## src/rtl/spi_word_loader.sv

```systemverilog
// Serial word loader: shifts NWORDS table words MSB-first on sdo/sclk and pulses le high between words.
// Optional macro SPI_LOADER_AUTOSTART_EN runs one sequence automatically on the first edge after reset release.
`timescale 1ns/1ps
module spi_word_loader #(
  parameter int WIDTH     = 24,
  parameter int NWORDS    = 8,
  parameter int DIV       = 8,
  parameter int LE_CYCLES = 4,
  localparam int AW = (NWORDS > 1) ? $clog2(NWORDS) : 1
) (
  input  logic             clk,
  input  logic             rset,
  input  logic             start,
  input  logic [WIDTH-1:0] word_data,
  output logic [AW-1:0]    word_addr,
  output logic             busy,
  output logic             done,
  output logic             sdo,
  output logic             sclk,
  output logic             le
);

  localparam int BW = $clog2(WIDTH);
  localparam int HW = (DIV > 1) ? $clog2(DIV) : 1;
  localparam int GW = (LE_CYCLES > 1) ? $clog2(LE_CYCLES) : 1;

  localparam logic [BW-1:0] BIT_TOP   = BW'(WIDTH - 1);
  localparam logic [BW-1:0] BIT_ONE   = BW'(1);
  localparam logic [HW-1:0] HALF_TOP  = HW'(DIV - 1);
  localparam logic [HW-1:0] HALF_ONE  = HW'(1);
  localparam logic [GW-1:0] GAP_TOP   = GW'(LE_CYCLES - 1);
  localparam logic [GW-1:0] GAP_ONE   = GW'(1);
  localparam logic [AW-1:0] ADDR_LAST = AW'(NWORDS - 1);
  localparam logic [AW-1:0] ADDR_ONE  = AW'(1);

  typedef enum logic [2:0] {
    S_IDLE  = 3'd0,
    S_LOAD  = 3'd1,
    S_SHIFT = 3'd2,
    S_LATCH = 3'd3,
    S_GAP   = 3'd4,
    S_DONE  = 3'd5
  } state_t;

  state_t           r_state;
  state_t           w_state_nxt;
  logic [HW-1:0]    r_half_cnt;
  logic             r_phase;
  logic [BW-1:0]    r_bit_cnt;
  logic [GW-1:0]    r_gap_cnt;
  logic [WIDTH-1:0] r_shift;
  logic [AW-1:0]    r_addr;
  logic             r_sclk, r_sdo, r_le, r_busy, r_done;

  logic w_start, w_half_end, w_bit_end, w_last_bit, w_gap_end;
  logic w_phase_nxt, w_sclk_nxt, w_sdo_nxt, w_le_nxt, w_busy_nxt, w_done_nxt;

`ifdef SPI_LOADER_AUTOSTART_EN
  logic r_auto;

  // Armed by reset, consumed by the first edge after release.
  always_ff @(posedge clk) begin
    if (!rset) begin
      r_auto <= 1'b1;
    end else begin
      r_auto <= 1'b0;
    end
  end

  assign w_start = start | r_auto;
`else
  assign w_start = start;
`endif

  assign w_half_end = (r_half_cnt == HALF_TOP);
  assign w_bit_end  = w_half_end & r_phase;
  assign w_last_bit = (r_bit_cnt == {BW{1'b0}});
  assign w_gap_end  = (r_gap_cnt == GAP_TOP);

  // State register.
  always_ff @(posedge clk) begin
    if (!rset) begin
      r_state <= S_IDLE;
    end else begin
      r_state <= w_state_nxt;
    end
  end

  // Next-state logic.
  always_comb begin
    w_state_nxt = r_state;
    case (r_state)
      S_IDLE: begin
        if (w_start) w_state_nxt = S_LOAD;
        else         w_state_nxt = S_IDLE;
      end
      S_LOAD:  w_state_nxt = S_SHIFT;
      S_SHIFT: begin
        if (w_bit_end && w_last_bit) w_state_nxt = S_LATCH;
        else                         w_state_nxt = S_SHIFT;
      end
      S_LATCH: begin
        if (w_half_end) w_state_nxt = S_GAP;
        else            w_state_nxt = S_LATCH;
      end
      S_GAP: begin
        if (!w_gap_end)                w_state_nxt = S_GAP;
        else if (r_addr < ADDR_LAST)   w_state_nxt = S_LOAD;
        else                           w_state_nxt = S_DONE;
      end
      S_DONE:  w_state_nxt = S_IDLE;
      default: w_state_nxt = S_IDLE;
    endcase
  end

  // Next values of the registered outputs, derived from the upcoming state.
  always_comb begin
    w_phase_nxt = 1'b0;
    w_sdo_nxt   = r_sdo;
    if (r_state == S_SHIFT) begin
      if (w_half_end) w_phase_nxt = ~r_phase;
      else            w_phase_nxt = r_phase;
    end else begin
      w_phase_nxt = 1'b0;
    end
    w_sclk_nxt = (w_state_nxt == S_SHIFT) & w_phase_nxt;
    w_le_nxt   = !((w_state_nxt == S_LOAD) || (w_state_nxt == S_SHIFT) || (w_state_nxt == S_LATCH));
    w_busy_nxt = (w_state_nxt == S_LOAD) || (w_state_nxt == S_SHIFT) ||
                 (w_state_nxt == S_LATCH) || (w_state_nxt == S_GAP);
    w_done_nxt = (w_state_nxt == S_DONE);
    // New bits appear only at the start of a low phase; sdo is forced low outside shifting.
    case (w_state_nxt)
      S_SHIFT: begin
        if (r_state == S_LOAD) w_sdo_nxt = word_data[WIDTH-1];
        else if (w_bit_end)    w_sdo_nxt = r_shift[WIDTH-2];
        else                   w_sdo_nxt = r_sdo;
      end
      S_LATCH: w_sdo_nxt = r_sdo;
      default: w_sdo_nxt = 1'b0;
    endcase
  end

  // Counters, shift register and table address.
  always_ff @(posedge clk) begin
    if (!rset) begin
      r_half_cnt <= {HW{1'b0}};
      r_phase    <= 1'b0;
      r_bit_cnt  <= {BW{1'b0}};
      r_gap_cnt  <= {GW{1'b0}};
      r_shift    <= {WIDTH{1'b0}};
      r_addr     <= {AW{1'b0}};
    end else begin
      r_phase <= w_phase_nxt;
      case (r_state)
        S_SHIFT, S_LATCH: r_half_cnt <= w_half_end ? {HW{1'b0}} : (r_half_cnt + HALF_ONE);
        default:          r_half_cnt <= {HW{1'b0}};
      endcase
      case (r_state)
        S_LOAD: begin
          r_bit_cnt <= BIT_TOP;
          r_shift   <= word_data;
        end
        S_SHIFT: begin
          if (w_bit_end && !w_last_bit) begin
            r_bit_cnt <= r_bit_cnt - BIT_ONE;
            r_shift   <= {r_shift[WIDTH-2:0], 1'b0};
          end else begin
            r_bit_cnt <= r_bit_cnt;
            r_shift   <= r_shift;
          end
        end
        default: begin
          r_bit_cnt <= {BW{1'b0}};
          r_shift   <= r_shift;
        end
      endcase
      if (r_state == S_GAP) r_gap_cnt <= w_gap_end ? {GW{1'b0}} : (r_gap_cnt + GAP_ONE);
      else                  r_gap_cnt <= {GW{1'b0}};
      if ((r_state == S_IDLE) && (w_state_nxt == S_LOAD))     r_addr <= {AW{1'b0}};
      else if ((r_state == S_GAP) && (w_state_nxt == S_LOAD)) r_addr <= r_addr + ADDR_ONE;
      else                                                    r_addr <= r_addr;
    end
  end

  // Output registers.
  always_ff @(posedge clk) begin
    if (!rset) begin
      r_sclk <= 1'b0;
      r_sdo  <= 1'b0;
      r_le   <= 1'b1;
      r_busy <= 1'b0;
      r_done <= 1'b0;
    end else begin
      r_sclk <= w_sclk_nxt;
      r_sdo  <= w_sdo_nxt;
      r_le   <= w_le_nxt;
      r_busy <= w_busy_nxt;
      r_done <= w_done_nxt;
    end
  end

  assign word_addr = r_addr;
  assign busy      = r_busy;
  assign done      = r_done;
  assign sdo       = r_sdo;
  assign sclk      = r_sclk;
  assign le        = r_le;

endmodule

```

## config.mk

```make
export PLATFORM = sky130hd
export DESIGN_NAME = spi_word_loader
export DESIGN_NICKNAME = d
export VERILOG_FILES = /design/src/rtl/spi_word_loader.sv
export SDC_FILE = /design/constraint.sdc
export NUM_CORES = 1
export LEC_CHECK = 0
export ABC_CLOCK_PERIOD_IN_PS = 2300
export CAP_MARGIN = 25
export CORE_ASPECT_RATIO = 0.5
export CORE_MARGIN = 5
export CORE_UTILIZATION = 53
export CTS_CLUSTER_SIZE = 12
export DETAILED_ROUTE_END_ITERATION = 10
export PLACE_DENSITY = 0.79
export SLEW_MARGIN = 20
export SYNTH_ARGS = -nofsm -noshare
export SYNTH_HDL_FRONTEND = slang
export SYNTH_SLANG_ARGS = --single-unit
```

## constraint.sdc

```tcl
create_clock -name clk -period 2.3 [get_ports clk]
set_clock_uncertainty 0.1 [all_clocks]
set_input_delay 0.46 -clock clk [delete_from_list [all_inputs] [get_ports clk]]
set_output_delay 0.46 -clock clk [all_outputs]
set_load 0.1 [all_outputs]
```

==> results of run 1 <==
## power groups by stage
stage,registers [mW],clock network (mW),logic (mW)
after floorplan,0.892,0,0.230
after global placement,0.873,0,0.319
after detailed placement,0.875,0,0.329
after CTS,0.857,0.534,0.330
after global routing,0.864,0.567,0.361
final,0.858,0.514,0.329
## cells by family after synthesis
kind of cell               count (synthesis)
AOI/OAI and AO/OA                         48
DFF                                       45
and+or+nand+nor                          113
xor gates and xnor gates                   3
muxes                                      2
buffers and inverters                     26
adders and majority gates                  7
## worst register-to-register path: cells and delay by family (launching register included)
kind                     cells  cell delay, ns
AND/OR/NAND/NOR              2            0.69
AO/OA/AOI/OAI                2            0.37
flip-flops                   1            0.33
buffers and inverters        2            0.29
adder cells (fa/ha/maj)      1            0.16
## area by class of cell
| class | count | area, µm² |
|---|---|---|
| clock buffer | 6 | 82.6 |
| tap | 54 | 67.6 |
| fill | 350 | 1340 |
| timing repair buffer | 40 | 378 |
| inverter | 6 | 22.5 |
| multi-input combinational | 173 | 1160 |
| sequential | 45 | 901 |
| clock inverter | 2 | 13.8 |
## final timing paths
| check | to | from | slack, ns |
|---|---|---|---|
| max reg2reg | r_shift[5] | r_bit_cnt[0] | 0.24 |
| min reg2reg | r_half_cnt[0] | r_half_cnt[0] | 0.33 |
| max | r_shift[5] | r_bit_cnt[0] | 0.24 |
| min | r_half_cnt[0] | r_half_cnt[0] | 0.33 |
## cells in the final DEF (no fill, tap or decap), types with 2 or more instances in the layout
master / count
nand2_1: 50
dfxtp_1: 45
nor2_1: 33
clkdlybuf4s50_1: 26
a311oi_2: 22
buf_4: 13
a21oi_1: 8
ha_1: 7
inv_1: 6
clkbuf_8: 6
and3_1: 5
nand3_1: 5
and2_1: 4
nor3b_1: 3
o21ai_0: 3
xor2_1: 3
nor4_1: 3
a211oi_1: 3
o221a_2: 2
nor3_1: 2
## flip-flops by register name (all words and copies together), names as in the netlist
name,count
r_phase,1
r_state,3
sclk,1
r_half_cnt,3
word_addr,3
r_gap_cnt,2
r_shift,23
sdo,1
r_bit_cnt,5
done,1
le,1
busy,1
## routing by layer
metal / GRT usage / wire (µm)
met5: 0 / 0
met4: 0.0701 / 68
met3: 0.0526 / 241
met2: 0.283 / 2050
met1: 0.207 / 2060
## Yosys cell counts, types with 2 or more instances
master    number  share of area
a211oi_1       3          0.010
a21oi_1        8          0.018
a311oi_2      22           0.15
and2_1         4          0.011
and3_1         5          0.014
buf_12         2          0.018
buf_2          6          0.014
buf_6          2          0.010
clkbuf_1      10          0.017
dfxtp_1       45           0.41
ha_1           7          0.040
inv_1          6          0.010
nand2_1       50          0.085
nand3_1        5          0.011
nor2_1        33          0.056
nor3_1         2         0.0045
nor3b_1        3          0.010
nor4_1         3         0.0085
o21ai_0        3         0.0068
o221a_2        2          0.010
xor2_1         3          0.012
==> flow_summary_export.csv, run 1 <==
group,metric,value,unit
setup_path,critPathMaxStageDelay,0.53,ns
synthesis,yosys.area_share.simple,0.232,
cells_and_area,diodes,0,
power_and_ir_drop,finalPower,1.70,mW
timing,fin_crit_sh,0.897,
cells_and_area,nets,305,
clock_network,ctsHoldBuffers,0,
synthesis,synth-xor-area-share,0.0119,
global_routing,grtUsageTotal,0.172,
synthesis,synth_adder_area_share,0.0396,
timing,slew_viol_final,0,
worst_hold_path,holdPathStages,1,
clock_network,cts_resized,0,
detailed_routing,firstDrtPassIters,4,
timing,final.setup.tns,0,ns
detailed_routing,vias_per_cell,5.57,
power_and_ir_drop,intPower,1.21,mW
floorplan,num_rows,16,
place,place.gp.congestion,0.860,
timing,setup_ws,0.237,ns
setup_path,crit_path_max_fanout,45,
clock_network,post_cts.repair.setup_buffers,0,
worst_hold_path,hold_path.class,"reg2reg",
setup_path,crit_family,"simple AND/OR/NAND/NOR gates",
setup_path,crit_arrival,2.14,ns
setup_path,critPathLaunchType,"flip-flop",
synthesis,synth_edf_count,0,
global_routing,grt_first_pass_wirelength,7910,µm
detailed_routing,finalWirelength,4420,µm
floorplan,dieWidth,101,µm
timing,min_period,2.06,ns
floorplan,num_io_pins,35,
clock_network,clockBufferDepth,2,
detailed_routing,wire_per_inst,13.6,µm
setup_path,crit_path_top_delay_cell,"or4b_1",
flow_run,maxCapViolCount,0,
global_routing,grt_pass1_vias,1808,
setup_path,required,2.38,ns
detailed_routing,post-route-drc-count,0,
cells_and_area,postLayoutCellArea,2630,µm²
place,dp_hpwl,3040,µm
synthesis,synth_warnings,0,
clock_network,cts.sinks,45,
setup_path,path_cells,"inv_1, ha_1, or4b_1, a31o_2, buf_12, nor2_1, a311oi_2",
power_and_ir_drop,p_leak,1.02,nW
synthesis,synth_compound_area_frac,0.231,
timing,grt_setup_unrepaired,"false",
power_and_ir_drop,combPwrFrac,0.193,
global_routing,antenna_found_initial,0,
global_routing,grt_max_degree,46,
detailed_routing,drtIter0Drc,62,
synthesis,yosys_most_used_dff,"dfxtp_1",
place,portBuffers,34,
run_status,outcome,"finished clean",
floorplan,fp.dieH,55.7,µm
setup_path,path_depth,7,
timing,hold_viol_final,0,
synthesis,yosysSeqAreaShare,0.407,
cells_and_area,syn_to_final_growth,18.6,%
synthesis,synthCells,244,
place,dp_cells,318,
timing,relSlewSlack,0.666,
synthesis,synth_mux_area_frac,0.00961,
setup_path,cp.buffers_inverters,2,
detailed_routing,ant_nets,0,
clock_network,cts_root_buf,"clkbuf_8",
synthesis,synth.cell_area,2210,µm²
power_and_ir_drop,ir_worst_vdd,0.000348,V
synthesis,synth-seq-cells,45,
setup_path,crit_type,"reg2reg",
cells_and_area,drive_gt1_frac,0.184,
timing,timing.fmax,485,MHz
synthesis,synth-async-reset-ratio,0,
clock_network,cts_tree,"built",
floorplan,start_util,0.558,
power_and_ir_drop,power.share.clock,0.302,
power_and_ir_drop,switchingPower,0.491,mW
setup_path,endpoint_kind,"flip-flop",
floorplan,core_area,3960,µm²
floorplan,die-area,5650,µm²
cells_and_area,final_cells,326,
clock_network,clk_pin_slew_worst_paths,0.08,ns
detailed_routing,dr_total_vias,1817,
timing,hold_slack,0.333,ns
power_and_ir_drop,p_per_area,648,nW/µm²
synthesis,synth_fp_nets,278,
synthesis,synth.distinct_cells,41,
cells_and_area,postLayoutCoreUtil,0.662,
clock_network,cts_inserted_buffers,5,
power_and_ir_drop,pwr-share-seq,0.504,
clock_network,clk_latency,0.30,ns
setup_path,reg2regPathDepth,7,
timing,setup_viol,0,
synthesis,synth_top_family_by_area,"simple AND/OR/NAND/NOR gates",
global_routing,grt_overflow_total,0,
place,postPlaceCellArea,2530,µm²
power_and_ir_drop,swShare,0.288,
place,pre_cts_ws,0.205,ns
clock_network,htreeDepth,2,
timing,worst_slew_pin_slew,0.499,ns
synthesis,avgSynthCellArea,9.07,µm²
Power figures use the tool's default switching activity.
==> run 2: changes to the inputs <==
CTS_CLUSTER_SIZE = default   (was 12)
==> results of run 2 <==
No change in the layout: final DEF, timing and power equal those of run 1.
